File: src/rtl/uart_pkg.sv
// Shared UART definitions: receiver state encoding, default bit timing and
// the start-bit midpoint derivation used by both TX and RX.
`timescale 1ns/1ps
package uart_pkg;

   typedef enum logic [2:0] {
      IDLE    = 3'd0,
      START   = 3'd1,
      DATA    = 3'd2,
      STOP    = 3'd3,
      CLEANUP = 3'd4
   } rx_state_t;

   // 25 MHz / 115200 baud
   localparam int unsigned CLKS_PER_BIT_DEFAULT = 217;

   function automatic int unsigned half_bit(input int unsigned clks_per_bit);
      return (clks_per_bit - 1) / 2;
   endfunction

endpackage

File: src/rtl/uart_rx_if.sv
// Serial-in / byte-out bundle between the UART receiver and its consumers.
`timescale 1ns/1ps
interface uart_rx_if;
   logic       i_RX_Serial;
   logic       o_RX_DV;
   logic [7:0] o_RX_Byte;
   logic       o_RX_Frame_Err;
   logic       o_RX_Busy;

   modport slave (
      input  i_RX_Serial,
      output o_RX_DV,
      output o_RX_Byte,
      output o_RX_Frame_Err,
      output o_RX_Busy
   );

   modport master (
      output i_RX_Serial,
      input  o_RX_DV,
      input  o_RX_Byte,
      input  o_RX_Frame_Err,
      input  o_RX_Busy
   );
endinterface

File: src/rtl/uart_sync_2ff.sv
// Two-flop synchronizer for asynchronous board inputs; both stages reset to
// RESET_VALUE so an idle-high line does not look like activity after reset.
`timescale 1ns/1ps
module uart_sync_2ff #(
   parameter logic RESET_VALUE = 1'b1
) (
   input  logic clk,
   input  logic rst,
   input  logic d,
   output logic q
);
   logic meta;

   always_ff @(posedge clk) begin
      if (rst) begin
         meta <= RESET_VALUE;
         q    <= RESET_VALUE;
      end else begin
         meta <= d;
         q    <= meta;
      end
   end
endmodule

File: src/rtl/uart_rx.sv
// 8N1 UART receiver: start-bit midpoint qualification, mid-bit data sampling,
// one-cycle byte valid / framing-error strobes, and break hold-off in CLEANUP.
`timescale 1ns/1ps
module uart_rx
   import uart_pkg::*;
#(
   parameter int unsigned CLKS_PER_BIT = CLKS_PER_BIT_DEFAULT
) (
   input logic     i_Clock,
   input logic     i_Reset,
   uart_rx_if.slave rx
);
   localparam logic [15:0] HALF_BIT = 16'(half_bit(CLKS_PER_BIT));
   localparam logic [15:0] LAST_CNT = 16'(CLKS_PER_BIT - 1);

   rx_state_t   state, state_next;
   logic        rx_s;
   logic [15:0] cnt;
   logic [2:0]  idx;
   logic [7:0]  shift;
   logic [7:0]  rx_byte;
   logic        dv, frame_err;
   logic        bit_tick, mid_start, dv_set, err_set, busy;

   uart_sync_2ff #(.RESET_VALUE(1'b1)) u_sync (
      .clk (i_Clock),
      .rst (i_Reset),
      .d   (rx.i_RX_Serial),
      .q   (rx_s)
   );

   assign bit_tick  = (cnt == LAST_CNT);
   assign mid_start = (cnt == HALF_BIT);

   always_ff @(posedge i_Clock) begin
      if (i_Reset) state <= IDLE;
      else         state <= state_next;
   end

   always_comb begin
      state_next = state;
      unique case (state)
         IDLE:    if (!rx_s)     state_next = START;
         START:   if (mid_start) state_next = rx_s ? IDLE : DATA;
         DATA:    if (bit_tick && idx == 3'd7) state_next = STOP;
         STOP:    if (bit_tick)  state_next = CLEANUP;
         CLEANUP: if (rx_s)      state_next = IDLE;
         default:                state_next = IDLE;
      endcase
   end

   always_comb begin
      busy   = (state != IDLE);
      dv_set  = (state == STOP) && bit_tick && rx_s;
      err_set = (state == STOP) && bit_tick && !rx_s;
   end

   // Datapath: counter, bit index, shift register and registered strobes
   always_ff @(posedge i_Clock) begin
      if (i_Reset) begin
         cnt       <= '0;
         idx       <= '0;
         shift     <= '0;
         rx_byte   <= '0;
         dv        <= 1'b0;
         frame_err <= 1'b0;
      end else begin
         dv        <= dv_set;
         frame_err <= err_set;
         if (dv_set) rx_byte <= shift;
         unique case (state)
            START: begin
               if (mid_start) begin
                  cnt <= '0;
                  idx <= '0;
               end else begin
                  cnt <= cnt + 16'd1;
               end
            end
            DATA: begin
               if (bit_tick) begin
                  shift[idx] <= rx_s;
                  cnt        <= '0;
                  if (idx != 3'd7) idx <= idx + 3'd1;
               end else begin
                  cnt <= cnt + 16'd1;
               end
            end
            STOP:    cnt <= bit_tick ? 16'd0 : cnt + 16'd1;
            default: cnt <= '0;
         endcase
      end
   end

   assign rx.o_RX_DV        = dv;
   assign rx.o_RX_Byte      = rx_byte;
   assign rx.o_RX_Frame_Err = frame_err;
   assign rx.o_RX_Busy      = busy;
endmodule
File: src/flat_wrapper.sv
// flat-port wrapper written by rule: the top's interface ports become plain ports
module uart_rx_flat import uart_pkg::*;
#(
   parameter int unsigned CLKS_PER_BIT = CLKS_PER_BIT_DEFAULT
)
  (i_Clock, i_Reset, rx_i_RX_Serial, rx_o_RX_DV, rx_o_RX_Byte, rx_o_RX_Frame_Err, rx_o_RX_Busy);
  uart_rx_if rx_i ();
  input logic i_Clock;
  input logic i_Reset;
  input wire logic [$bits(rx_i.i_RX_Serial)-1:0] rx_i_RX_Serial;
  output wire logic [$bits(rx_i.o_RX_DV)-1:0] rx_o_RX_DV;
  output wire logic [$bits(rx_i.o_RX_Byte)-1:0] rx_o_RX_Byte;
  output wire logic [$bits(rx_i.o_RX_Frame_Err)-1:0] rx_o_RX_Frame_Err;
  output wire logic [$bits(rx_i.o_RX_Busy)-1:0] rx_o_RX_Busy;
  assign rx_i.i_RX_Serial = rx_i_RX_Serial;
  assign rx_o_RX_DV = rx_i.o_RX_DV;
  assign rx_o_RX_Byte = rx_i.o_RX_Byte;
  assign rx_o_RX_Frame_Err = rx_i.o_RX_Frame_Err;
  assign rx_o_RX_Busy = rx_i.o_RX_Busy;
  uart_rx #(.CLKS_PER_BIT(CLKS_PER_BIT)) u_core (.i_Clock(i_Clock), .i_Reset(i_Reset), .rx(rx_i));
endmodule
File: config.mk
export PLATFORM = sky130hd
export DESIGN_NAME = uart_rx_flat
export DESIGN_NICKNAME = d
export VERILOG_FILES = /design/src/rtl/uart_pkg.sv /design/src/rtl/uart_rx_if.sv /design/src/rtl/uart_sync_2ff.sv /design/src/rtl/uart_rx.sv /design/src/flat_wrapper.sv
export SDC_FILE = /design/constraint.sdc
export NUM_CORES = 1
export LEC_CHECK = 0
export ABC_AREA = 1
export CAP_MARGIN = 5
export CORE_ASPECT_RATIO = 2
export CORE_MARGIN = 2
export CORE_UTILIZATION = 50
export DETAILED_ROUTE_END_ITERATION = 7
export PLACE_DENSITY = 0.72
export SLEW_MARGIN = 20
export SYNTH_ARGS = -nofsm -noshare
export SYNTH_HDL_FRONTEND = slang
export SYNTH_HIERARCHICAL = 1
export SYNTH_SLANG_ARGS = --single-unit
File: constraint.sdc
create_clock -name i_Clock -period 1.42 [get_ports i_Clock]
set_input_delay 0.284 -clock i_Clock [delete_from_list [all_inputs] [get_ports i_Clock]]
set_output_delay 0.284 -clock i_Clock [all_outputs]
set_load 0.03 [all_outputs]
==> results of run 1 <==
-- cell usage after synthesis, drive strengths merged --
| library cell | count | area, um^2 |
|---|---|---|
| nor4 | 3 | 18.77 |
| nand2 | 54 | 220.2 |
| nor2 | 63 | 251.5 |
| o21ai | 11 | 66.31 |
| ha | 4 | 50.05 |
| nor3 | 9 | 67.56 |
| xnor2 | 5 | 43.79 |
| nor3b | 2 | 20.02 |
| nand3 | 14 | 85.08 |
| inv | 33 | 123.9 |
| nand4 | 2 | 12.51 |
| a21oi | 13 | 72.57 |
| xor2 | 3 | 26.28 |
| a31o | 1 | 8.760 |
| dfxtp | 42 | 840.8 |
| buf | 5 | 48.80 |
| a31oi | 2 | 12.51 |
-- metal layers --
layer | GRT usage (%) | share of wire [%]
met1 | 20.75 | 34
met2 | 47.57 | 58
met3 | 3.387 | 2.9
met4 | 13.81 | 5.4
met5 | 0 | 0
-- critical path, cell delays in order (launching register included) --
cell	delay, ns
dfxtp_2	0.35
buf_6	0.11
ha_4	0.13
inv_2	0.04
nor2_4	0.11
nand2_2	0.09
nor2_4	0.16
buf_4	0.14
buf_6	0.09
a21oi_1	0.05
nor3_1	0.17
-- cell families (layout without fill, tap and decap cells) --
logic type,after synthesis,count (layout),synth area share [%]
and+or+nand+nor,147,147,34.31
DFF,42,42,42.69
buffers and inverters,38,106,8.768
adders and majority gates,4,4,2.541
xor gates and xnor gates,8,8,3.558
AOI/OAI and AO/OA,27,27,8.132
-- registers in the layout, indices dropped and copies added (netlist names) --
name                      flops
u_core/cnt                   16
u_core/rx.o_RX_Byte           8
u_core/shift                  8
u_core/idx                    3
u_core/state                  3
u_core/rx.o_RX_DV             1
u_core/rx.o_RX_Frame_Err      1
u_core/u_sync/meta            1
u_core/u_sync/q               1
-- metrics by stage --
stage | setup TNS [ns] | std cells
finish | -0.9430 | 385
global route | -3.506 | 385
CTS | -0.1229 | 379
detailed placement | -2.010 | 370
global placement | -1.116 | 370
floorplan | 0 | 266
-- final cells by class --
cell class	instances	area [um^2]	share of cell area [%]
clock buffer	6	72.57	2.370
timing repair buffer	65	578.1	18.88
multi-input combinational	186	1316	42.99
inverter	33	128.9	4.209
tap	51	63.81	2.084
clock inverter	2	37.54	1.226
sequential	42	864.6	28.24
-- placed cells by master, fill, tap and decap left out, types with 9 or more instances in the layout --
cell type / n
dfxtp_1: 29
buf_4: 39
inv_1: 22
nor2_4: 12
nor2_1: 44
inv_2: 9
nand2_1: 32
dfxtp_2: 10
nand2_2: 12
buf_6: 10
dlygate4sd2_1: 10
nand2_4: 9
-- path summary, 6_finish.rpt --
kind,startpoint,endpoint,slack (ns),cells after the start
min reg2reg,u_core/u_sync/meta$_SDFF_PP1_,u_core/u_sync/q$_SDFF_PP1_,0.42,2
max reg2reg,u_core/cnt[1]$_SDFF_PP0_,u_core/cnt[8]$_SDFF_PP0_,-0.11,10
max,u_core/cnt[1]$_SDFF_PP0_,u_core/cnt[8]$_SDFF_PP0_,-0.11,10
min,u_core/u_sync/meta$_SDFF_PP1_,u_core/u_sync/q$_SDFF_PP1_,0.42,2
-- power breakdown --
part | switching [uW] | leakage, uW | internal, uW
Combinational | 1260 | 0.000952 | 801
Clock | 422 | 0.0000514 | 525
Sequential | 58.4 | 0.000347 | 1270
-- timing repair --
item                                    in CTS  in global routing
cloned                                       0                  1
resized for setup                           64                 78
buffers inserted                             1                  5
endpoints found under the setup margin      47                 39
pin swaps                                   21                 31
==> flow_metrics.env, run 1 <==
export IMPL_grt_pass1_vias=1917
export IMPL_syn_area_per_cell_um2=7.404
export IMPL_antenna_cells=0
export IMPL_ios=14
export IMPL_maxSlewViolCount=0
export IMPL_syn_area_um2=1969
export IMPL_syn_to_final_growth_pct=55.46
export IMPL_die_h_um=92.76
export IMPL_num_vias=2045
export IMPL_clock_root_buffer="clkbuf_8"
export IMPL_syn_nets=273
export IMPL_drt_wl_total_um=6023
export IMPL_initial_core_util_pct=51.78
export IMPL_start_kind="flip-flop"
export IMPL_timing_hold_violations_final=0
export IMPL_crit_type="reg2reg"
export IMPL_ys_seq_area_share_pct=42.69
export IMPL_nets=340
export IMPL_post_route_cell_area_um2=3062
export IMPL_cp_arrival_ns=1.75
export IMPL_clock_latency_ns=0.30
export IMPL_violations="setup timing"
export IMPL_power_leakage_uw=0.001351
export IMPL_cts_sinks=42
export IMPL_fin_total_pwr_uw=4331
export IMPL_maxCapViolations=0
export IMPL_cp_max_fo=3
export IMPL_nFillCells=221
export IMPL_cts_htree_levels=2
export IMPL_via_per_inst=5.312
export IMPL_drt_iter0_markers=54
export IMPL_p_per_area_nw_per_um2=1415
export IMPL_finClkSkew_ns=0.009854
export IMPL_die_area_um2=4487
export IMPL_outcome="finished, violations left"
export IMPL_slew_headroom_pct=80.49
export IMPL_final_period_utilization_pct=107.5
export IMPL_whs_ns=0.4249
export IMPL_die_w_um=48.38
export IMPL_synthCells=266
export IMPL_drive_gt1_share_pct=48.20
export IMPL_yosysWarnings=6
export IMPL_cts_max_path_buffers=2
export IMPL_detail_route_antenna_nets=0
export IMPL_pre_cts_ws_ns=-0.1543
export IMPL_io_buffers=13
export IMPL_path_clk_slew_ns=0.08
export IMPL_setup_violations=24
export IMPL_placed_cell_area_um2=2472
export IMPL_worstPathRequired_ns=1.64
export IMPL_post_drt_wl_per_cell_um=15.64
export IMPL_postCtsHoldBufs=0
export IMPL_rsz0062_at_grt="true"
export IMPL_hpwl_um=3397
export IMPL_overflow=0
export IMPL_grt_max_degree=14
export IMPL_synth_seq_cells=42
export IMPL_period_minus_slack_ns=1.527
export IMPL_cts_tree="built"
export IMPL_grt_pass1_wl_um=8155
export IMPL_first_pass_iters=4
export IMPL_gp_congestion=0.8551
export IMPL_hold_class="reg2reg"
export IMPL_worst_slew_pin_slew_ns=0.2900
export IMPL_cp_end_kind="flip-flop"
export IMPL_cts_made_buffers=5
export IMPL_fp_row_count=32
export IMPL_fmax_mhz=654.9
export IMPL_core_area_um2=3804
export IMPL_yosysUniqueCellTypes=31
export IMPL_ir_drop_mv=1.124
export IMPL_drc_errors=0
export IMPL_utilization_pct=80.49
export IMPL_antenna_found_initial=0
export IMPL_timing_final_ws_setup_ns=-0.1069
export IMPL_grtUsageTotal_pct=23.41
Power figures use the tool's default switching activity.
==> run 2: changes to the inputs <==
Settings changed: CORE_ASPECT_RATIO 2 to 0.5, SLEW_MARGIN 20 to not set.
Clock period 1.42 ns to 1.3 ns, I/O delays scaled along.
==> flow_metrics.env, run 2 (synthesis results as in run 1) <==
export IMPL_fmax_mhz=650.6
export IMPL_hpwl_um=3060
export IMPL_crit_type="reg2reg"
export IMPL_hold_class="reg2reg"
export IMPL_clock_latency_ns=0.29
export IMPL_cts_tree="built"
export IMPL_slowest_delay_ns=0.37
export IMPL_timing_hold_violations_final=0
export IMPL_grt_busiest_layer="met2"
export IMPL_whs_ns=0.4082
export IMPL_die_w_um=92.76
export IMPL_drive_gt1_share_pct=40.48
export IMPL_ir_drop_mv=0.7101
export IMPL_antenna_found_initial=0
export IMPL_ios=14
export IMPL_worst_slew_pin_slew_ns=0.2982
export IMPL_mostFrequentLayoutCell="nor2_1"
export IMPL_cts_htree_levels=2
export IMPL_cp_end_kind="flip-flop"
export IMPL_rsz0062_at_grt="true"
export IMPL_cp_max_fo=8
export IMPL_nets=337
export IMPL_core_area_um2=3844
export IMPL_met3_usage_pct=5.140
export IMPL_grt_pass1_wl_um=7341
export IMPL_cp_arrival_ns=1.72
export IMPL_dp_cells=370
export IMPL_fp_row_count=16
export IMPL_largest_register="u_core/cnt"
export IMPL_syn_to_final_growth_pct=45.68
export IMPL_period_minus_slack_ns=1.537
export IMPL_utilization_pct=74.64
export IMPL_postCtsHoldBufs=0
export IMPL_worstPathCellList="inv_2 -> ha_4 -> nand3_4 -> nor2_4 -> nand2_4 -> buf_4 -> buf_4 -> nor4_2 -> nor3_1"
export IMPL_violations="setup timing"
export IMPL_timing_final_ws_setup_ns=-0.2371
export IMPL_via_per_inst=4.979
export IMPL_first_pass_iters=4
export IMPL_finClkSkew_ns=0.005931
export IMPL_detail_route_antenna_nets=0
export IMPL_grt_max_degree=17
export IMPL_die_h_um=48.38
export IMPL_cts_sinks=42
export IMPL_hold_start="u_core/u_sync/meta$_SDFF_PP1_"
export IMPL_gp_congestion=0.8165
export IMPL_worstPathRequired_ns=1.48
export IMPL_outcome="finished, violations left"
export IMPL_rr_startpoint="u_core/cnt[0]$_SDFF_PP0_"
export IMPL_cp_startpoint="u_core/cnt[0]$_SDFF_PP0_"
export IMPL_power_leakage_uw=0.001253
export IMPL_final_cells=385
export IMPL_reg2reg_to="u_core/shift[0]$_SDFFE_PP0P_"
export IMPL_num_vias=1917
export IMPL_clock_root_buffer="clkbuf_8"
export IMPL_critPathCapture="u_core/shift[0]$_SDFFE_PP0P_"
export IMPL_cts_max_path_buffers=2
export IMPL_grtUsageTotal_pct=20.44
export IMPL_die_area_um2=4487
export IMPL_maxSlewViolCount=0
export IMPL_io_buffers=13
export IMPL_drt_iter0_markers=65
export IMPL_maxCapViolations=0
export IMPL_p_per_area_nw_per_um2=1482
export IMPL_cp_slowest_cell="dfxtp_4"
export IMPL_slew_headroom_pct=80.03
export IMPL_antenna_cells=0
export IMPL_placed_cell_area_um2=2521
export IMPL_start_kind="flip-flop"
export IMPL_setup_violations=40
export IMPL_reg2reg_depth=9
export IMPL_post_drt_wl_per_cell_um=12.69
export IMPL_post_route_cell_area_um2=2869
export IMPL_regToRegSetupSlack_ns=-0.24
export IMPL_initial_core_util_pct=51.24
export IMPL_drc_errors=0
export IMPL_overflow=0
export IMPL_worst_path_most_repeated_cell="buf_4"
export IMPL_final_cell_mix="49 x nor2_1, 44 x buf_4, 40 x nand2_1"
export IMPL_final_period_utilization_pct=118.2
export IMPL_path_clk_slew_ns=0.08
export IMPL_grt_pass1_vias=1772
export IMPL_use_met1_pct=23.29
export IMPL_drt_wl_total_um=4884
export IMPL_largest_reg_flops=16
export IMPL_groute_layer_met2_usage_pct=37.59
export IMPL_cts_made_buffers=5
export IMPL_pre_cts_ws_ns=-0.1835
run 2: worst max-delay path, delay by kind of cell, from the launching register on:
family	cells	cell delay [ns]
buffers and inverters	3	0.36
adders and majority gates	1	0.15
and+or+nand+nor	5	0.54
DFF	1	0.37
run 2: power by group:
part / switching [uW] / internal [uW]
combinational: 1090 / 786
sequential: 99.7 / 1400
clock: 447 / 427
total: 1640 / 2610
run 2: metrics by stage:
step | total power [uW] | setup TNS [ns]
3_5_place_dp | 2867 | -4.889
2_1_floorplan | 2415 | -1.073
4_1_cts | 3815 | -5.058
6_report | 4251 | -5.832
3_3_place_gp | 2821 | -3.550
5_1_grt | 4479 | -8.694
run 2: final cells by class:
| cell class | instances | area (um^2) |
|---|---|---|
| Fill cell | 259 | 974.7 |
| Timing Repair Buffer | 62 | 535.5 |
| Clock inverter | 2 | 12.51 |
| Clock buffer | 6 | 82.58 |
| Inverter | 33 | 126.4 |
| Multi-Input combinational cell | 186 | 1181 |
| Sequential cell | 42 | 863.3 |
| Tap cell | 54 | 67.56 |
run 2: how the worst min path moves through the flow:
stage                                    to  slack (ns)  depth (start not counted)
3_3_place_gp     u_core/u_sync/q$_SDFF_PP1_        0.38                          2
6_report         u_core/u_sync/q$_SDFF_PP1_        0.41                          2
4_1_cts          u_core/u_sync/q$_SDFF_PP1_        0.41                          2
5_1_grt          u_core/u_sync/q$_SDFF_PP1_        0.46                          2
3_5_place_dp     u_core/u_sync/q$_SDFF_PP1_        0.39                          2
2_1_floorplan  u_core/state[2]$_SDFFE_PP0P_        0.33                          1
run 2: layer usage:
layer  share of wire (%)  wire (um)
met1                  44       2166
met5                   0          0
met2                  50       2459
met3                 3.4        168
met4                 1.8         89
run 2: repair_timing:
item | CTS | global route
pin swaps | 2 | 13
resized for setup | 23 | 52
setup buffers | 1 | 6
endpoints found under the setup margin | 49 | 46
endpoints found under the hold margin | 0 | 0
cloned | 0 | 1
